===== src/rtl/micro_sequencer.sv =====
// Microprogram sequencer: holds CAR, IR and PC and selects the next
// microinstruction address from the control-word fields and ALU flags.
module micro_sequencer #(
    parameter int unsigned     CAR_W     = 8,
    parameter int unsigned     PC_W      = 16,
    parameter int unsigned     IR_W      = 16,
    parameter logic [CAR_W-1:0] RESET_VEC = '0
) (
    input  logic              clk,
    input  logic              rstn,
    input  logic              en,
    input  logic [CAR_W-1:0]  na,
    input  logic [2:0]        ms,
    input  logic              mc,
    input  logic              il,
    input  logic              pi,
    input  logic              pl,
    input  logic              flag_v,
    input  logic              flag_c,
    input  logic              flag_n,
    input  logic              flag_z,
    input  logic [IR_W-1:0]   instr_in,
    output logic [CAR_W-1:0]  car,
    output logic [IR_W-1:0]   ir,
    output logic [PC_W-1:0]   pc,
    output logic              br_taken
);

    localparam int unsigned OPC_W = 7;
    localparam int unsigned OFF_W = 6;

    typedef enum logic [2:0] {
        MS_CNT = 3'b000,
        MS_NXT = 3'b001,
        MS_BC  = 3'b010,
        MS_BV  = 3'b011,
        MS_BZ  = 3'b100,
        MS_BN  = 3'b101,
        MS_BNC = 3'b110,
        MS_BNZ = 3'b111
    } ms_e;

    logic              cond;
    logic [CAR_W-1:0]  map_addr;
    logic [CAR_W-1:0]  target;
    logic [OFF_W-1:0]  off6;
    logic [PC_W-1:0]   pc_off;
    logic [CAR_W-1:0]  car_nxt;
    logic [IR_W-1:0]   ir_nxt;
    logic [PC_W-1:0]   pc_nxt;

    // Branch condition select
    always_comb begin
        cond = 1'b0;
        case (ms_e'(ms))
            MS_CNT: cond = 1'b0;
            MS_NXT: cond = 1'b1;
            MS_BC:  cond = flag_c;
            MS_BV:  cond = flag_v;
            MS_BZ:  cond = flag_z;
            MS_BN:  cond = flag_n;
            MS_BNC: cond = ~flag_c;
            MS_BNZ: cond = ~flag_z;
            default: cond = 1'b0;
        endcase
    end

    assign br_taken = cond;
    assign map_addr = CAR_W'({1'b1, ir[IR_W-1 -: OPC_W]});
    assign target   = mc ? map_addr : na;

    // PC-relative offset comes from the registered IR, never from instr_in
    assign off6   = {ir[8:6], ir[2:0]};
    assign pc_off = {{(PC_W-OFF_W){off6[OFF_W-1]}}, off6};

    always_comb begin
        car_nxt = car;
        ir_nxt  = ir;
        pc_nxt  = pc;
        if (en) begin
            car_nxt = cond ? target : car + CAR_W'(1);
            if (il) begin
                ir_nxt = instr_in;
            end
            if (pl) begin
                pc_nxt = pc + pc_off;
            end else if (pi) begin
                pc_nxt = pc + PC_W'(1);
            end
        end
    end

    always_ff @(posedge clk or negedge rstn) begin
        if (!rstn) begin
            car <= RESET_VEC;
            ir  <= '0;
            pc  <= '0;
        end else begin
            car <= car_nxt;
            ir  <= ir_nxt;
            pc  <= pc_nxt;
        end
    end

endmodule


===== config.mk =====
export PLATFORM = sky130hd
export DESIGN_NAME = micro_sequencer
export DESIGN_NICKNAME = d
export VERILOG_FILES = /design/src/rtl/micro_sequencer.sv
export SDC_FILE = /design/constraint.sdc
export NUM_CORES = 1
export LEC_CHECK = 0
export ABC_AREA = 1
export BUFFER_PORTS_ARGS = -buffer_cell sky130_fd_sc_hd__buf_2
export CAP_MARGIN = 20
export CORE_ASPECT_RATIO = 1.5
export CORE_UTILIZATION = 53
export CTS_CLUSTER_DIAMETER = 80
export DETAILED_ROUTE_END_ITERATION = 7
export MAX_ROUTING_LAYER = met4
export PLACE_DENSITY_LB_ADDON = 0.15
export SLEW_MARGIN = 20
export SYNTH_ARGS = -nofsm -noshare
export SYNTH_HDL_FRONTEND = slang
export SYNTH_SLANG_ARGS = --single-unit
export TNS_END_PERCENT = 50

===== constraint.sdc =====
create_clock -name clk -period 2.5 [get_ports clk]
set_input_delay 0.125 -clock clk [delete_from_list [all_inputs] [get_ports clk]]
set_output_delay 0.125 -clock clk [all_outputs]
set_load 0.05 [all_outputs]

==> results.yml <==
critical_path:
  critical_path_arrival_ps: 2300
  cp_slowest_cell: "sky130_fd_sc_hd__fa_1"
  crit_path_max_incr_delay_ps: 420
  worst_path_most_repeated_cell: "sky130_fd_sc_hd__nand2_1"
  worstReg2RegStart: "ir[0]"
  critPathLaunchType: "flip-flop"
  critPathMaxFanout: 4
  crit_path_required_time_ps: 2690
  path_cells: "inv_1, nand2_1, ha_1, fa_1, nand3_1, nand2_1, nand2_1, nand2_1, nand3_1, nand3_1, nand3_1, nand2_1"
  crit_path_end_kind: "flip-flop"
  timing.reg2reg.worst_path_depth: 12
  critPathKind: "reg -> reg"
  crit-reg2reg-capture: "pc[14]"
  reg2reg_slack_ps: 390
final_layout:
  fin_area_um2: 3340
  layout.cells.non_filler: 522
  antennaDiodeCount: 0
  layout.nets: 498
  final_common_cell: "sky130_fd_sc_hd__nand2_1"
  synthToLayoutAreaGrowth_pct: 18.7
  drive_above_1_share_pct: 29.5
  utilization_pct: 65.2
  layout.cells.most_common_list: "sky130_fd_sc_hd__nand2_1, sky130_fd_sc_hd__buf_2, sky130_fd_sc_hd__dfrtp_1"
  num-fill-cells: 519
min_path:
  hold-path-endpoint: "ir[4]"
  hold_path.startpoint: "instr_in[4]"
  min_path_type: "in -> reg"
  worstHoldPathCells: 2
power:
  power.leakage_nw: 1.81
  totalPowerFinal_mw: 3.55
  ir_drop_mv: 0.564
  p_per_area_nw_per_um2: 1060
detailed_routing:
  dr.pass1.iters: 4
  detail_route.vias_per_cell: 5.32
  drc: 0
  drt-wirelength-per-cell_um: 14.1
  dr.first_iter.drc_count: 113
  detailroute.via_count: 2775
  routed_wirelength_um: 7380
  final_antenna_net_count: 0
placed_design:
  place.detailed.instances: 513
  hpwl_um: 5610
  post_place_worst_slack_ps: 402
  gp_congestion: 0.882
  io_buffers: 78
  dpl-instance-area_um2: 3220
global_routing:
  gr-usage-met3_pct: 5.13
  grt_use_total_pct: 29.6
  grt_pass1_wl_um: 12100
  global_route.overflow_total: 0
  met1_usage_pct: 29.3
  vias_in_the_first_global_route: 2814
  antenna_found_initial: 0
  grt-busiest-layer: "met2"
  met2_usage_pct: 54.3
  grt_start_max_net_pins: 41
sta:
  tightest_slew_ps: 892
  finalHoldWorstSlack_ps: 60.0
  fmax_ghz: 0.475
  fin_skew_ps: 11.1
  setup_repair_after_global_routing_missed_its_margin: "no"
  final_hold_viol_count: 0
  min_period_ps: 2110
  slew-limit-headroom_pct: 40.5
  final.setup.tns_ps: 0
  setup_slack_ps: 394
  finalMaxSlewViolations: 0
  timing.final.setup_violations: 0
  finalCritPeriodShare_pct: 84.2
synthesis:
  synth_area_um2: 2820
  syn-instance-count: 375
  yosysSeqAreaShare_pct: 35.6
  synthesis.nets: 420
  synth-async-reset-ratio_pct: 100
  synth_edf_count: 0
  ys_warn_count: 0
  synth_cell_type_count: 36
  synth_ff_type: "sky130_fd_sc_hd__dfrtp_1"
  synthesis.area_per_instance_um2: 7.51
  ys_seq_elements: 40
floorplanning:
  top_level_ports: 79
  die_width_um: 61.5
  initial_core_util_pct: 54.9
  num_rows: 32
  placeableCoreArea_um2: 5120
  floorplan.die.height_um: 91.3
  design.die.area_um2: 5610
clocking:
  clkLatencyLatePin_ps: 300
  cts_buffer_count: 5
  cts.root.buffer_cell: "sky130_fd_sc_hd__clkbuf_8"
  clkSlewWorstSetupHoldPaths_ps: 90
  htree_num_levels: 2
  clockBufferDepth: 2
  cts_sinks: 40
  tritoncts_clock_tree: "yes"
flow_run:
  cap_violations: 0
status:
  run_status: "finished clean"
-- power breakdown --
group | internal, mW | switching [mW] | total, mW | leakage, nW
sequential | 0.823 | 0.193 | 1.02 | 0.480
clock | 0.296 | 0.251 | 0.547 | 0.0541
combinational | 0.559 | 1.42 | 1.98 | 1.28
-- how the worst max path moves through the flow --
| stage | endpoint | depth (start not counted) | startpoint |
|---|---|---|---|
| after floorplan | pc[15] | 14 | ir[2] |
| after global placement | pc[14] | 12 | ir[0] |
| after detailed placement | pc[14] | 12 | ir[0] |
| after CTS | pc[14] | 12 | ir[0] |
| after global routing | pc[14] | 13 | ir[0] |
| final | pc[14] | 12 | ir[0] |
-- cells in the mapped netlist (2+ instances only) --
master | number | area [um^2]
sky130_fd_sc_hd__nand3b_1 | 3 | 22.5
sky130_fd_sc_hd__mux2_2 | 15 | 169
sky130_fd_sc_hd__o21ai_1 | 3 | 15.0
sky130_fd_sc_hd__a21oi_1 | 8 | 40.0
sky130_fd_sc_hd__or2_2 | 3 | 18.8
sky130_fd_sc_hd__inv_1 | 35 | 131
sky130_fd_sc_hd__o211ai_1 | 6 | 45.0
sky130_fd_sc_hd__nor2_1 | 20 | 75.1
sky130_fd_sc_hd__o21ai_2 | 2 | 17.5
sky130_fd_sc_hd__nor2_2 | 5 | 31.3
sky130_fd_sc_hd__nand2_4 | 2 | 22.5
sky130_fd_sc_hd__nand4_1 | 4 | 25.0
sky130_fd_sc_hd__dfrtp_1 | 40 | 1000
sky130_fd_sc_hd__ha_1 | 6 | 75.1
sky130_fd_sc_hd__xnor2_1 | 5 | 43.8
sky130_fd_sc_hd__nand2_2 | 9 | 56.3
sky130_fd_sc_hd__buf_6 | 4 | 45.0
sky130_fd_sc_hd__xor2_1 | 5 | 43.8
sky130_fd_sc_hd__o22ai_1 | 4 | 25.0
sky130_fd_sc_hd__inv_2 | 2 | 7.51
sky130_fd_sc_hd__o21ai_0 | 17 | 85.1
sky130_fd_sc_hd__buf_2 | 5 | 25.0
sky130_fd_sc_hd__nand3_1 | 39 | 195
sky130_fd_sc_hd__nand3_2 | 4 | 40.0
sky130_fd_sc_hd__nand2_1 | 118 | 443
-- cell families (layout without fill, tap and decap cells) --
kind of cell / Yosys count / in the layout / share of synthesized area [%]
muxes: 15 / 15 / 6.00
DFF: 40 / 40 / 35.6
adders and majority gates: 7 / 7 / 3.38
buffers and inverters: 48 / 127 / 8.27
xor gates and xnor gates: 10 / 10 / 3.11
and+or+nand+nor: 210 / 210 / 33.8
AOI/OAI and AO/OA: 45 / 45 / 9.87
-- state kept, by name, indices dropped and copies added (netlist names) --
| name | flops |
|---|---|
| car | 8 |
| ir | 16 |
| pc | 16 |
-- worst max-delay path: cells and delay by family (launching register included) --
kind / cells / cell delay [ps]
buffers and inverters: 1 / 70
DFF: 1 / 380
and+or+nand+nor: 9 / 930
adders and majority gates: 2 / 630
-- layout make-up --
class	instances	area (um^2)	area share [%]
clock buffers	5	68.8	2.06
clock inverters	3	42.5	1.27
inverters	37	139	4.16
multi-input cells	287	1580	47.3
flip-flops and latches	40	1000	30.0
well taps	68	85.1	2.55
repair buffers	82	423	12.7
-- timing repair --
action                                 CTS  global route
setup buffers                            0             0
resized for setup                        0             0
hold buffers                             1             0
endpoints found under the hold margin   25             0
-- metal layers --
metal	share of wire [%]	vias up	wire length [um]
li1	-	1378	-
met2	54	89	4010
met3	4.2	21	309
met1	38	1287	2820
met5	0	-	0
met4	3.3	0	240
(Power assumes the default switching activity.)
